### src/rtl/adiabatic_pkg.sv
// Shared types and the ramp level map for the adiabatic power-clock sequencer.
package adiabatic_pkg;

  typedef enum logic [1:0] {
    IDLE,
    START,
    RUN,
    STOP
  } seq_state_e;

  function automatic int phase_level(int p, int r, int h);
    if (p < r) return p + 1;
    if (p < r + h) return r;
    if (p < 2 * r + h) return 2 * r + h - 1 - p;
    return 0;
  endfunction

endpackage

### src/rtl/adiabatic_phase_wave.sv
// One power-clock phase: maps the global counter to this phase's level code.
module adiabatic_phase_wave
  import adiabatic_pkg::*;
#(
  parameter int NUM_PHASES  = 4,
  parameter int RAMP_STEPS  = 4,
  parameter int HOLD_CYCLES = 2,
  parameter int IDX         = 0,
  localparam int P     = 2 * RAMP_STEPS + 2 * HOLD_CYCLES,
  localparam int OFF   = P / NUM_PHASES,
  localparam int LW    = $clog2(RAMP_STEPS + 1),
  localparam int CW    = $clog2(P),
  localparam int SW    = CW + 1,
  localparam int SHIFT = IDX * OFF
) (
  input  logic [CW-1:0] cnt,
  input  logic          active,
  output logic [LW-1:0] level
);

  logic [SW-1:0] sum;
  logic [CW-1:0] pos;

  // (cnt - SHIFT) mod P without a divider
  always_comb begin
    sum = {1'b0, cnt} + SW'(P - SHIFT);
    pos = (sum >= SW'(P)) ? CW'(sum - SW'(P)) : CW'(sum);
    level = active
      ? LW'(phase_level(32'(pos), RAMP_STEPS, HOLD_CYCLES))
      : '0;
  end

endmodule

### src/rtl/adiabatic_phase_sequencer.sv
// Staggered stepwise-ramped power-clock sequencer with draining stop.
module adiabatic_phase_sequencer
  import adiabatic_pkg::*;
#(
  parameter int NUM_PHASES  = 4,
  parameter int RAMP_STEPS  = 4,
  parameter int HOLD_CYCLES = 2,
  localparam int P   = 2 * RAMP_STEPS + 2 * HOLD_CYCLES,
  localparam int OFF = P / NUM_PHASES,
  localparam int LW  = $clog2(RAMP_STEPS + 1),
  localparam int CW  = $clog2(P)
) (
  input  logic                     clk,
  input  logic                     rst,
  input  logic                     run_req,
  input  logic                     stall,
  output logic [NUM_PHASES*LW-1:0] phase_level,
  output logic [NUM_PHASES-1:0]    phase_active,
  output logic                     busy,
  output logic                     period_done
);

  if (P % NUM_PHASES != 0 || RAMP_STEPS < 1 || HOLD_CYCLES < 1) begin : g_bad
    $error("adiabatic_phase_sequencer: illegal parameters");
  end

  localparam logic [CW-1:0] LAST = CW'(P - 1);

  seq_state_e            state, state_n;
  logic [CW-1:0]         cnt, cnt_n, cnt_inc;
  logic [NUM_PHASES-1:0] active, active_n;
  logic                  pdone_n;

  always_ff @(posedge clk) begin
    if (rst) begin
      state       <= IDLE;
      cnt         <= '0;
      active      <= '0;
      period_done <= 1'b0;
    end else begin
      state       <= state_n;
      cnt         <= cnt_n;
      active      <= active_n;
      period_done <= pdone_n;
    end
  end

  always_comb begin
    state_n  = state;
    cnt_n    = cnt;
    active_n = active;
    pdone_n  = 1'b0;
    cnt_inc  = (cnt == LAST) ? '0 : cnt + CW'(1);
    unique case (state)
      IDLE: begin
        cnt_n = '0;
        if (run_req) begin
          state_n  = START;
          active_n = NUM_PHASES'(1);
        end
      end
      START: begin
        if (!stall) begin
          cnt_n = cnt_inc;
          if (!run_req) begin
            state_n = STOP;
          end else begin
            for (int i = 0; i < NUM_PHASES; i++)
              if (cnt_inc == CW'(i * OFF)) active_n[i] = 1'b1;
            if (active_n[NUM_PHASES-1]) state_n = RUN;
          end
        end
      end
      RUN: begin
        if (!stall) begin
          cnt_n   = cnt_inc;
          pdone_n = (cnt == LAST);
          if (!run_req) state_n = STOP;
        end
      end
      STOP: begin
        if (!stall) begin
          cnt_n = cnt_inc;
          // retire a phase as its local position wraps back to 0
          for (int i = 0; i < NUM_PHASES; i++)
            if (cnt == CW'((i * OFF + P - 1) % P)) active_n[i] = 1'b0;
          if (active_n == '0) begin
            state_n = IDLE;
            cnt_n   = '0;
          end
        end
      end
    endcase
  end

  for (genvar g = 0; g < NUM_PHASES; g++) begin : g_wave
    adiabatic_phase_wave #(
      .NUM_PHASES (NUM_PHASES),
      .RAMP_STEPS (RAMP_STEPS),
      .HOLD_CYCLES(HOLD_CYCLES),
      .IDX        (g)
    ) u_wave (
      .cnt   (cnt),
      .active(active[g]),
      .level (phase_level[g*LW +: LW])
    );
  end

  assign phase_active = active;
  assign busy         = (state != IDLE);

endmodule

### config.mk
export PLATFORM = sky130hd
export DESIGN_NAME = adiabatic_phase_sequencer
export DESIGN_NICKNAME = d
export VERILOG_FILES = /design/src/rtl/adiabatic_pkg.sv /design/src/rtl/adiabatic_phase_wave.sv /design/src/rtl/adiabatic_phase_sequencer.sv
export SDC_FILE = /design/constraint.sdc
export NUM_CORES = 1
export LEC_CHECK = 0
export BUFFER_PORTS_ARGS = -buffer_cell sky130_fd_sc_hd__buf_2
export CAP_MARGIN = 0
export CORE_AREA = 2 2 67 69
export CTS_CLUSTER_DIAMETER = 200
export DETAILED_ROUTE_END_ITERATION = 7
export DIE_AREA = 0 0 69 71
export PLACE_DENSITY_LB_ADDON = 0.2
export SLEW_MARGIN = 20
export SYNTH_ARGS = -nofsm -noshare
export SYNTH_HDL_FRONTEND = slang
export SYNTH_SLANG_ARGS = --single-unit
### constraint.sdc
create_clock -name clk -period 3.4 [get_ports clk]
set_input_delay 0 -clock clk [delete_from_list [all_inputs] [get_ports clk]]
set_output_delay 0 -clock clk [all_outputs]
set_load 0.005 [all_outputs]
; ---- Yosys cells after proc, flatten, opt, wreduce, memory -nomap -nowiden
; Index checks and enable logic that the tools add are counted.
[totals]
word_cells = 170
reg_bits = 11
[op_classes]
n_eq_ne = 22
addsub = 17
n_reduce_logical = 13
bitwise = 1
muxes = 94
n_lt_le_gt_ge = 16
[op_table]
columns = operator, n
row1 = 2-to-1 mux 3 bit, 28
row2 = 2-to-1 mux 4 bit, 12
row3 = 2-to-1 mux 1 bit, 43
row4 = less-than comparator 4 x 3 -> 1 bit (second input constant), 8
row5 = one-hot mux 4 bit (3 select lines), 2
row6 = != test 2 bit (second input constant), 11
row7 = >= comparator 5 x 4 -> 1 bit (second input constant), 4
row8 = AND reduction 6 bit, 3
row9 = less-than comparator 4 bit (second input constant), 4
row10 = 2-to-1 mux 2 bit, 8
row11 = subtractor 4 bit (second input constant), 4
row12 = adder 3 x 1 -> 3 bit (second input constant), 4
row13 = equality test 4 bit (second input constant), 3
row14 = subtractor 1 x 3 -> 3 bit (first input constant), 4
row15 = adder 4 x 4 -> 5 bit (second input constant), 2
row16 = equality test 4 x 2 -> 1 bit (second input constant), 2
row17 = equality test 4 x 3 -> 1 bit (second input constant), 2
row18 = logical NOT 4 bit, 2
row19 = one-hot mux 2 bit (4 select lines), 1
row20 = AND reduction 7 bit, 1
row21 = adder 4 x 2 -> 5 bit (second input constant), 1
row22 = adder 4 x 3 -> 5 bit (second input constant), 1
row23 = AND reduction 5 bit, 1
row24 = adder 4 x 1 -> 4 bit (second input constant), 1
row25 = other kinds (10), 11

; ---- Logic depth before layout (Yosys ltp)
; Gate-level depths: netlist of the first run.
[depth]
word_depth = 12
ltp_mapped = 9
mapped_depth_nobuf = 7

; ---- By module
; Synthesis of the first run repeated with hierarchy kept, for this count alone.
[unflattened]
cells_unflattened = 239
area_unflattened_um2 = 1868.0
[by_module_without_submodules]
columns = mod, area_each_um2, cells_each, seq_area_each_um2, n_inst
row1 = adiabatic_phase_sequencer, 947.2, 113, 220.2, 1
row2 = adiabatic_phase_wave (g_wave[0].u_wave), 254.0, 32, 0.0, 1
row3 = adiabatic_phase_wave (g_wave[2].u_wave), 254.0, 33, 0.0, 1
row4 = adiabatic_phase_wave (g_wave[1].u_wave), 234.0, 33, 0.0, 1
row5 = adiabatic_phase_wave (g_wave[3].u_wave), 178.9, 28, 0.0, 1

; ---- Least setup slack after synthesis of the first run
; Ideal clock, no wire load.
[synth_path]
kind = register -> register
from = register cnt[2]
to = register cnt[2]
path_slack_ns = 1.277
n_path_buf = 1
path_stages_with_launch = 9
arrival_time_ns = 1.992
path_cell_list = dfxtp_1 buf_2 inv_1 ha_1 a21boi_2 or4_1 o21a_1 o221ai_2 a21oi_2
[synth_between]
elab_chain_cells = 8
word_cells_on_any_way = 23
[synth_lines]
columns = element, line
row1 = start: declaration, adiabatic_phase_sequencer.sv:30  ; logic [CW-1:0] cnt, cnt_n, cnt_inc;
row2 = start signal: assignment, adiabatic_phase_sequencer.sv:42  ; cnt <= cnt_n;
row3 = "equality test 4 bit, or another cell as far along", "adiabatic_phase_sequencer.sv:53, adiabatic_phase_sequencer.sv:86"
row4 = 2-to-1 mux 1 bit, adiabatic_phase_sequencer.sv:86  ; if (cnt == CW'((i * OFF + P - 1) % P)) active_n[i] = 1'b0;
row5 = 2-to-1 mux 1 bit, adiabatic_phase_sequencer.sv:82  ; if (!stall) begin
row6 = 2-to-1 mux 1 bit, adiabatic_phase_sequencer.sv:54  ; unique case (state)
row7 = logical NOT 4 bit, adiabatic_phase_sequencer.sv:87  ; if (active_n == '0) begin
row8 = 2-to-1 mux 4 bit, adiabatic_phase_sequencer.sv:87
row9 = 2-to-1 mux 4 bit, adiabatic_phase_sequencer.sv:82
row10 = one-hot mux 4 bit (3 select lines) *, adiabatic_phase_sequencer.sv:54
; Mark *: on every way between the ends. The rest lies on a longest branch, timed or not. The select of a mux whose other input is x is not followed.
; A chain may end at the register's enable or synchronous reset.

; ---- Worst setup path after layout of the first run
[layout_path]
from = register cnt[1]
to = output port phase_level[11]
[layout_between]
elab_chain_cells = 11
word_cells_on_any_way = 22
[layout_lines]
columns = element, line
row1 = adder 4 x 2 -> 5 bit *, adiabatic_phase_wave.sv:26  ; sum = {1'b0, cnt} + SW'(P - SHIFT);
row2 = subtractor 4 bit or >= comparator 5 x 4 -> 1 bit (tied branches), adiabatic_phase_wave.sv:27  ; pos = (sum >= SW'(P)) ? CW'(sum - SW'(P)) : CW'(sum);
row3 = 2-to-1 mux 4 bit *, adiabatic_phase_wave.sv:27
row4 = "less-than comparator 4 x 3 -> 1 bit, or another cell as far along", adiabatic_pkg.sv:12  ; if (p < r) return p + 1;
row5 = 2-to-1 mux 3 bit or 2-to-1 mux 1 bit (tied branches), "adiabatic_pkg.sv:12, adiabatic_pkg.sv:14"
row6 = 2-to-1 mux 3 bit or 2-to-1 mux 1 bit (tied branches), "adiabatic_pkg.sv:13, adiabatic_pkg.sv:14"
row7 = 2-to-1 mux 3 bit or 2-to-1 mux 1 bit (tied branches), "adiabatic_pkg.sv:14, adiabatic_pkg.sv:13"
row8 = 2-to-1 mux 3 bit, adiabatic_pkg.sv:15  ; return 0;
row9 = 2-to-1 mux 3 bit, adiabatic_pkg.sv:14  ; if (p < 2 * r + h) return 2 * r + h - 1 - p;
row10 = 2-to-1 mux 3 bit *, adiabatic_pkg.sv:13  ; if (p < r + h) return r;
row11 = 2-to-1 mux 3 bit *, adiabatic_phase_wave.sv:29  ; ? LW'(phase_level(32'(pos), RAMP_STEPS, HOLD_CYCLES))
row12 = end: declaration, adiabatic_phase_sequencer.sv:17  ; output logic [NUM_PHASES*LW-1:0] phase_level,
; Marked as above.

==> summary.txt, run 1 <==
Floorplan
  • Initial Util: a little under two fifths
  • Row cnt: 24
  • Die X: 69 um
  • I/O pin total: 22
  • Core area: 4200 um2
  • Die footprint: a little under 5000 um2
  • Die height: between 70 and 80 um

Setup path
  • Reg-to-Reg Start: cnt[0]
  • Critical Path Start: cnt[1]
  • Type of origin of the critical path: flop
  • R2R Setup Slk: 0.99 ns
  • Crit. End Element: output port
  • Worst Setup Path Type: reg -> out
  • CP max FO: 15
  • Crit path DAT: 2.68 ns
  • Req. time, crit path: between 3 and 4 ns
  • R2R depth: 6
  • Critical Path Sink: phase_level[11]
  • Worst r2r dst: cnt[2]

STA
  • Crit path time final: around 2.7 ns
  • Setup TNS: 0 ns
  • Fmax: approximately 0.37 GHz
  • Worst slew pin tran: approximately 0.58 ns
  • Slew margin rel.: around three fifths
  • Endpoints failing hold: 0
  • Setup-failing EPs final: 0
  • Unrepaired setup endpoints after global routing: no
  • Setup Skew: roughly 0.00062 ns
  • Final slew viol count: 0
  • Ratio of final minimum period to clock period: between 70 and 80%

Clock tree
  • Cts bufs inserted: 3
  • Setup bufs post-CTS: 0
  • Clock H-tree levels: 1
  • Hold Buf Count CTS: 0
  • Cts repair resizes: 0
  • TritonCTS clock tree: done
  • CTS Root Cell: clkbuf_8
  • Skew-Pair Late Insertion Delay: around 0.24 ns
  • CTS sink cnt: 11
  • Clock-pin transition on the worst setup and hold timing paths: 0.05 ns
  • Bufs on Longest Clock Path: 2

Power and ir drop
  • PwrDens: around 470 nW/um2
  • Total power: between 0.8 and 0.9 mW
  • Peak supply drop: between 200 and 300 uV
  • Leakage power: between 0.7 and 0.8 nW

Route
  • Routed via count: 1473
  • Vias per inst: 5.52
  • DRC viols: 0
  • Drt first-iter violations: between 70 and 80
  • Drt first pass iters: 4
  • Remaining antenna violation count after routing: 0
  • WL/cell: roughly 15 um
  • WL final: roughly 4.1 mm

Global routing
  • Initial antenna violation count: 0
  • Vias in the first global route: approximately 1500
  • Gr ovfl total: 0
  • Largest net degree at the start of global routing: 23
  • First-pass GRT wire length: 7.07 mm
  • Gr usage total: between 10% and 20%

Outcome
  • Outcome: completed

Worst hold path
  • Worst min path class: in -> reg

Place
  • RD Place Congestion: 0.824
  • Port bufs: 21
  • DP HPWL: roughly 3.0 mm

Synth
  • Asr flop ratio synth: 0%
  • Cells after synthesis: around 200
  • Synth unique cells: between 50 and 60
  • Post-Syn Area per Cell: roughly 7.8 um2
  • EDFF count, synth: 0
  • Ys Warns: 0
  • Sequential area share after synthesis: between 10 and 15%
  • Syn Nets: between 200 and 250
  • Yosys reg bits: 11
  • Top_reg_cell synth: dfxtp_1
  • Post-Syn Area: roughly 1600 um2

Cells and area
  • # nets final: roughly 240
  • Share of cells above drive strength 1: 20.5%
  • P&R area growth vs syn: 9.11%
  • Antenna Cells: 0

Run
  • MaxCap Viol Count: 0
## sequential cells by signal, summed over array words and instances, names as in the netlist
name / flops
cnt: 4
phase_active: 4
state: 2
period_done: 1
## metrics by stage
stage / setup slack [ns] / area, um2 / hold WS (ns) / instances / util (%)
6_report: 0.716 / 1740 / 0.0755 / 267 / 41.4
5_1_grt: 0.534 / 1740 / 0.0906 / 267 / 41.4
2_1_floorplan: 1.28 / 1590 / 0.0793 / 204 / -
3_5_place_dp: 0.965 / 1690 / 0.315 / 263 / 40.3
4_1_cts: 0.703 / 1740 / 0.0658 / 267 / 41.4
3_3_place_gp: 0.994 / 1690 / 0.317 / 263 / 40.3
## layout make-up
cell class / count / area, um2
repair buffers: 22 / 113
clock inverters: 1 / 5.00
well taps: 52 / 65.1
flip-flops and latches: 11 / 220
fillers: 454 / 2460
clock buffers: 3 / 41.3
inverters: 13 / 48.8
multi-input cells: 165 / 1250
## logic make-up (layout without fill, tap and decap cells)
| group | count (synthesis) | after routing | synth area share (%) |
|---|---|---|---|
| mux | 5 | 5 | 3.14 |
| flops | 11 | 11 | 13.8 |
| buf+inv | 28 | 39 | 8.01 |
| fa+ha+maj | 22 | 22 | 17.3 |
| compound gates | 61 | 61 | 30.1 |
| xor+xnor | 7 | 7 | 4.79 |
| simple gates | 70 | 70 | 22.9 |
## cells in the mapped netlist (4+ instances only)
cell type / number / share of area (%)
xnor2_1: 4 / 2.2
dfxtp_1: 11 / 14
mux2i_1: 5 / 3.1
a211oi_1: 4 / 1.9
buf_2: 5 / 1.6
nand2b_1: 5 / 2.0
a21oi_1: 11 / 3.5
nand2_1: 18 / 4.2
o21ai_0: 8 / 2.5
nor2_1: 16 / 3.8
clkbuf_1: 5 / 1.2
ha_1: 22 / 17
inv_1: 13 / 3.1
buf_4: 4 / 1.9
## how the worst min path moves through the flow
stage                from  depth (start not counted)     endpoint
floorplan             rst                          1  period_done
global placement    stall                          2  period_done
detailed placement  stall                          2  period_done
CTS                 stall                          2  period_done
global route        stall                          2  period_done
finish              stall                          2  period_done
## critical path, cell delays in order, from the launching register on
cell and delay, ns:
dfxtp_1 0.65, inv_1 0.28, ha_1 0.60, inv_1 0.20, o21a_1 0.22, o22ai_1 0.14, a22oi_1 0.11, nor2b_1 0.12
buf_2 0.11
## placed cells by master, fill, tap and decap left out, types with 2 or more instances in the layout
cell type  synthesis  layout
nand3b_1           3       3
a21oi_2            3       3
nor3b_1            3       3
nor2_1            16      16
mux2i_1            5       5
or2_2              2       2
a21bo_2            2       2
and2_1             2       2
a22oi_1            3       3
a21oi_1           11      11
nand2_1           18      18
nor3_1             3       3
a21boi_1           3       3
nand4_1            3       3
xnor2_1            4       4
nor2b_1            3       3
a21boi_0           3       3
and3_1             3       3
dfxtp_1           11      11
clkbuf_8           0       3
xnor2_2            2       2
o21ai_0            8       8
buf_2              5      21
o22ai_1            2       2
nand2b_1           5       5
ha_1              22      22
a211oi_1           4       4
o21a_1             3       3
a221oi_2           3       3
inv_1             13      13
nand3_1            3       3
## where the power goes
group,leakage (nW),internal (mW),switching (mW)
registers,0.0896,0.161,0.0529
logic,0.679,0.199,0.269
clock network,0.0255,0.0809,0.0543
## layer usage
| metal | global-route usage, % | vias to the layer above | wire (um) | part of all wire (%) |
|---|---|---|---|---|
| li1 | - | 753 | - | - |
| met3 | 3.13 | 6 | 199 | 4.9 |
| met5 | 0 | - | 0 | 0 |
| met1 | 23.5 | 674 | 2030 | 50 |
| met2 | 28.8 | 40 | 1780 | 44 |
| met4 | 4.58 | 0 | 48 | 1.2 |
Note: power is estimated with default switching activity, not from simulation.
==> inputs of run 2 (changes only) <==
- clock period: 3.4 -> 2.81 ns (I/O delays scaled with it)
==> summary.txt, run 2 (synthesis results as in run 1) <==
Outcome
  • Outcome: completed

Clock tree
  • Cts bufs inserted: 3 (unchanged)
  • Hold Buf Count CTS: 0 (unchanged)
  • Skew-Pair Late Insertion Delay: 0.24 ns (about the same)
  • Clock H-tree levels: 1 (unchanged)
  • Cts repair resizes: 0 (unchanged)
  • TritonCTS clock tree: done
  • CTS Root Cell: clkbuf_8
  • Bufs on Longest Clock Path: 2 (unchanged)
  • CTS sink cnt: 11 (unchanged)
  • Setup bufs post-CTS: 0 (unchanged)
  • Clock-pin transition on the worst setup and hold timing paths: 0.05 ns (about the same)

Route
  • Drt first pass iters: 4 (unchanged)
  • Vias per inst: 5.51 (-0.17%)
  • Top Metal Used: met4
  • WL final: 3.94 mm (-3.0%)
  • Met2 WL: 1.81 mm (+1.2%)
  • Drt first-iter violations: 64 (-16%)
  • Met3 WL post-DR: 133 um (-33%)
  • Routed via count: 1487 (+0.95%)
  • DRC viols: 0 (unchanged)
  • WL/cell: 14.6 um (-4.0%)
  • Remaining antenna violation count after routing: 0 (unchanged)
  • Routed length on met1: 1.96 mm (-3.2%)

Worst hold path
  • WHS Path Cells: 2 (unchanged)
  • Hold Path End: period_done
  • Worst min path class: in -> reg
  • Hold wc startpoint: stall

Run
  • MaxCap Viol Count: 0 (unchanged)

STA
  • Crit path time final: roughly 2.6 ns
  • Setup TNS: 0 ns (unchanged)
  • Fmax: between 0.3 and 0.4 GHz
  • Setup-failing EPs final: 0 (unchanged)
  • Slew margin rel.: 60.8% (-0.45 points)
  • Unrepaired setup endpoints after global routing: no
  • Hold Slack: 0.0610 ns (-0.0145 ns)
  • Final slew viol count: 0 (unchanged)
  • Setup ws final: 0.185 ns (-0.532 ns)
  • Worst slew pin tran: 0.587 ns (+0.00672 ns)
  • Endpoints failing hold: 0 (unchanged)
  • Ratio of final minimum period to clock period: between 90% and 100%
  • Setup Skew: 0.00361 ns (+0.00299 ns)

Setup path
  • Worst Setup Path Type: reg -> out
  • Req. time, crit path: 2.81 ns (-0.59 ns)
  • Worst r2r dst: state[1]
  • R2R Setup Slk: 0.45 ns (-0.54 ns)
  • Crit. End Element: output port
  • CP max FO: 15 (unchanged)
  • Reg-to-Reg Start: cnt[1]
  • Type of origin of the critical path: flop
  • Crit path DAT: 2.63 ns (-0.05 ns)
  • R2R depth: 7 (+1)

Power and ir drop
  • Internal power: 0.537 mW (+22%)
  • NetSw: 0.440 mW (+17%)
  • PwrDens: 554 nW/um2 (+18%)
  • Sw frac: 45.0% (-1.1 points)
  • Clock power frac: 16.4% (-0.2 points)
  • Sequential power share: 26.0% (about the same)
  • Leakage power: 0.810 nW (+2.1%)
  • Comb power frac: 57.5% (+0.2 points)
  • Peak supply drop: 292 uV (+0.93%)

Cells and area
  • Filler cells: 447 (-1.5%)
  • Post-route non-filler standard cell count: 270 (+1.1%)
  • P&R area growth vs syn: 10.5%
  • Most frequent cells in the layout: ha_1, buf_2, nand2_1
  • Commonest non-fill, non-tap cell in the layout: ha_1
  • Multi-input logic area: 1250 um2 (unchanged)
  • Share of cells above drive strength 1: 21.6% (+1.1 points)
  • # nets final: 245 (+1.2%)
  • Antenna Cells: 0 (unchanged)
  • Seq. cell area: 220 um2 (unchanged)

Global routing
  • Gr ovfl total: 0 (unchanged)
  • First-pass GRT wire length: 6.60 mm (-6.6%)
  • Gr usage total: 16.4% (-1.1 points)
  • Initial antenna violation count: 0 (unchanged)
  • Vias in the first global route: 1396 (-5.8%)
  • Largest net degree at the start of global routing: 16 (-30%)

Floorplan
  • I/O pin total: 22 (unchanged)
  • Initial Util: 37.9% (unchanged)
  • Row cnt: 24 (unchanged)
  • Die footprint: 4900 um2 (unchanged)
  • Core area: 4200 um2 (unchanged)
  • Die X: 69 um (unchanged)
  • Die height: 71 um (unchanged)

Place
  • DP HPWL: 3.01 mm (+1.3%)
  • RD Place Congestion: 0.762 (-7.5%)
  • Placed insts: 266 (+1.1%)
  • Post-Place Worst Slack: 0.442 ns (-0.522 ns)
  • Port bufs: 21 (unchanged)
==> run 2: how the worst max path moves through the flow <==
stage | startpoint | endpoint | cells past startpoint
after floorplan | cnt[2] | cnt[2] | 8
after global placement | cnt[1] | phase_level[10] | 8
after detailed placement | cnt[1] | phase_level[10] | 8
after CTS | cnt[1] | phase_level[10] | 8
after global routing | cnt[1] | phase_level[10] | 8
final | cnt[1] | phase_level[10] | 8
==> run 2: power groups by stage <==
stage,clock [mW],combinational (mW),sequential (mW)
6_report,0.160,0.562,0.254
5_1_grt,0.174,0.643,0.265
4_1_cts,0.166,0.562,0.255
3_5_place_dp,0,0.561,0.258
3_3_place_gp,0,0.563,0.259
2_1_floorplan,0,0.451,0.234
==> run 2: layout make-up <==
cell class / count / area share [%]
clock inverters: 1 / 0.284
flip-flops and latches: 11 / 12.5
inverters: 13 / 2.77
well taps: 52 / 3.69
multi-input cells: 165 / 70.7
repair buffers: 25 / 7.67
clock buffers: 3 / 2.34
==> run 2: metrics by stage <==
stage	cell area, um2	util (%)	power (mW)
6_report	1760	41.9	0.977
2_1_floorplan	1590	-	0.684
3_5_place_dp	1720	40.8	0.819
3_3_place_gp	1720	40.8	0.822
5_1_grt	1760	41.9	1.08
4_1_cts	1760	41.9	0.983
==> run 2: worst max-delay path, cell delays in order, from the launching register on <==
cell	delay (ns)
dfxtp_1	0.69
inv_1	0.26
ha_1	0.36
and2_1	0.21
or2_2	0.30
a221oi_2	0.24
xnor2_1	0.14
nor2_1	0.05
buf_2	0.13
==> run 2: per-layer routing <==
layer	up-vias	track usage, %
met5	-	0
met4	0	3.92
met3	6	2.71
met2	31	27.2
met1	692	22.2
li1	758	-
==> inputs of run 3 (changes only) <==
- CORE_AREA: 2 2 67 69 -> 2 2 56 58
- DIE_AREA: 0 0 69 71 -> 0 0 58 60
- clock period: 2.81 -> 2.6 ns (I/O delays scaled with it)
==> summary.txt, run 3 (synthesis results as in run 1) <==
Clock tree
  • CTS sink cnt: 11 (unchanged)
  • CTS Root Cell: clkbuf_4
  • Setup bufs post-CTS: 0 (unchanged)
  • Clock-pin transition on the worst setup and hold timing paths: 0.07 ns (+0.02 ns)
  • Skew-Pair Late Insertion Delay: 0.27 ns (+0.03 ns)
  • Cts bufs inserted: 3 (unchanged)
  • TritonCTS clock tree: done
  • Bufs on Longest Clock Path: 2 (unchanged)
  • Clock H-tree levels: 1 (unchanged)

Place
  • DP HPWL: 2.89 mm (-3.9%)
  • Area post-placement: 1700 um2 (-0.95%)
  • Port bufs: 21 (unchanged)
  • RD Place Congestion: 0.867 (+14%)
  • Placed insts: 248 (-6.8%)

Power and ir drop
  • Comb power frac: 60.7% (+3.2 points)
  • Leakage power: 0.805 nW (-0.56%)
  • Peak supply drop: 576 uV (+97%)
  • Total power: 0.995 mW (+1.8%)
  • Internal power: 0.534 mW (-0.53%)
  • Sequential power share: 27.4% (+1.4 points)
  • PwrDens: 576 nW/um2 (+3.9%)
  • Sw frac: 46.3% (+1.3 points)
  • NetSw: 0.460 mW (+4.7%)
  • Clock power frac: 11.9% (-4.5 points)

Setup path
  • Crit path DAT: 2.40 ns (-0.23 ns)
  • Type of origin of the critical path: flop
  • Crit. End Element: output port
  • Worst Setup Path Type: reg -> out
  • CP max FO: 8 (-7)
  • Req. time, crit path: 2.60 ns (-0.21 ns)

Cells and area
  • Share of cells above drive strength 1: 21.9% (+0.36 points)
  • Commonest non-fill, non-tap cell in the layout: ha_1
  • # nets final: 246 (+0.41%)
  • Post-route non-filler standard cell count: 252 (-6.7%)
  • Final core occ: 59.5% (+18 points)
  • Multi-input logic area: 1250 um2 (unchanged)
  • Most frequent cells in the layout: ha_1, buf_2, nand2_1
  • Seq. cell area: 221 um2 (+0.57%)
  • Fin area: 1730 um2 (-2.0%)
  • P&R area growth vs syn: 8.32%
  • Filler cells: 259 (-42%)
  • Antenna Cells: 0 (unchanged)

STA
  • Fmax: 0.416 GHz
  • Crit path time final: around 2.4 ns
  • Setup Skew: 0.00593 ns (+0.00232 ns)
  • Unrepaired setup endpoints after global routing: no
  • Setup TNS: 0 ns (unchanged)
  • Worst slew pin tran: 0.395 ns (-0.192 ns)
  • Endpoints failing hold: 0 (unchanged)
  • Final slew viol count: 0 (unchanged)
  • Setup-failing EPs final: 0 (unchanged)
  • Slew margin rel.: 73.5% (+13 points)
  • Ratio of final minimum period to clock period: between 90% and 100%

Global routing
  • M3 GR Usage: 3.68% (+0.97 points)
  • Global routing usage on met1: 31.2% (+9.0 points)
  • First-pass GRT wire length: 6.49 mm (-1.7%)
  • Gr ovfl total: 0 (unchanged)
  • Busiest grt layer: met2
  • Gr usage total: 23.6% (+7.3 points)
  • Met2 usage: 38.6% (+11 points)
  • Initial antenna violation count: 0 (unchanged)
  • Vias in the first global route: 1419 (+1.6%)
  • Largest net degree at the start of global routing: 23 (+7)

Route
  • Vias per inst: 6.12 (+11%)
  • WL/cell: 14.8 um (+1.7%)
  • Drt first pass iters: 4 (unchanged)
  • WL final: 3.74 mm (-5.1%)
  • Drt first-iter violations: 60 (-6.3%)
  • Remaining antenna violation count after routing: 0 (unchanged)
  • DRC viols: 0 (unchanged)
  • Routed via count: 1542 (+3.7%)

Floorplan
  • Die footprint: 3480 um2 (-29%)
  • Core area: 2900 um2 (-31%)
  • Die height: 60 um (-15%)
  • Die X: 58 um (-16%)
  • Initial Util: 54.9% (+17 points)
  • I/O pin total: 22 (unchanged)
  • Row cnt: 20 (-17%)

Worst hold path
  • Worst min path class: in -> reg

Outcome
  • Outcome: completed

Run
  • MaxCap Viol Count: 0 (unchanged)
==> run 3: changes by cell type in the layout (fill, tap and decap cells not counted), sizes merged <==
| cell | change |
|---|---|
| buf | +1 |
| clkbuf | +1 |
| clkinv | -1 |
==> run 3: power groups by stage <==
| stage | logic [mW] | clock network (mW) | registers [mW] |
|---|---|---|---|
| after floorplan | 0.487 | 0 | 0.252 |
| after global placement | 0.589 | 0 | 0.275 |
| after detailed placement | 0.597 | 0 | 0.275 |
| after CTS | 0.600 | 0.123 | 0.272 |
| after global routing | 0.672 | 0.133 | 0.278 |
| final | 0.604 | 0.119 | 0.272 |
==> run 3: final timing paths <==
| kind | startpoint | end | slack (ns) | cells after the start |
|---|---|---|---|---|
| min | stall | period_done | 0.03 | 2 |
| max | cnt[0] | phase_level[10] | 0.20 | 8 |
| min reg2reg | phase_active[1] | phase_active[1] | 0.53 | 2 |
| max reg2reg | cnt[3] | cnt[2] | 0.48 | 7 |
==> run 3: what timing repair did <==
item                                    in CTS  in global routing
hold buffers                                 0                  0
endpoints found under the setup margin       0                  5
resized for setup                            0                  1
==> run 3: layer usage <==
| metal | up-vias | share of wire [%] |
|---|---|---|
| li1 | 761 | - |
| met4 | 0 | 1.6 |
| met2 | 63 | 46 |
| met3 | 11 | 6.0 |
| met5 | - | 0 |
| met1 | 707 | 46 |
==> run 3: final cells by class <==
class,count,share of cell area [%]
Multi-Input combinational cell,165,72.2
Sequential cell,11,12.8
Timing Repair Buffer,26,8.26
Inverter,13,2.83
Tap cell,33,2.39
Clock buffer,4,1.52
==> run 3: stage by stage <==
step	hold WS, ns	worst slack [ns]
final	0.0273	0.196
after global routing	0.0334	0.0443
after CTS	0.0140	0.0536
after detailed placement	0.298	0.351
after global placement	0.301	0.382
after floorplan	0.0793	0.477
==> run 3: critical path, cell delays in order (launching register included) <==
cell	delay, ns
dfxtp_1	0.51
inv_1	0.19
ha_1	0.35
and2_1	0.22
or2_2	0.30
a221oi_2	0.24
xnor2_1	0.14
nor2_1	0.06
buf_2	0.13
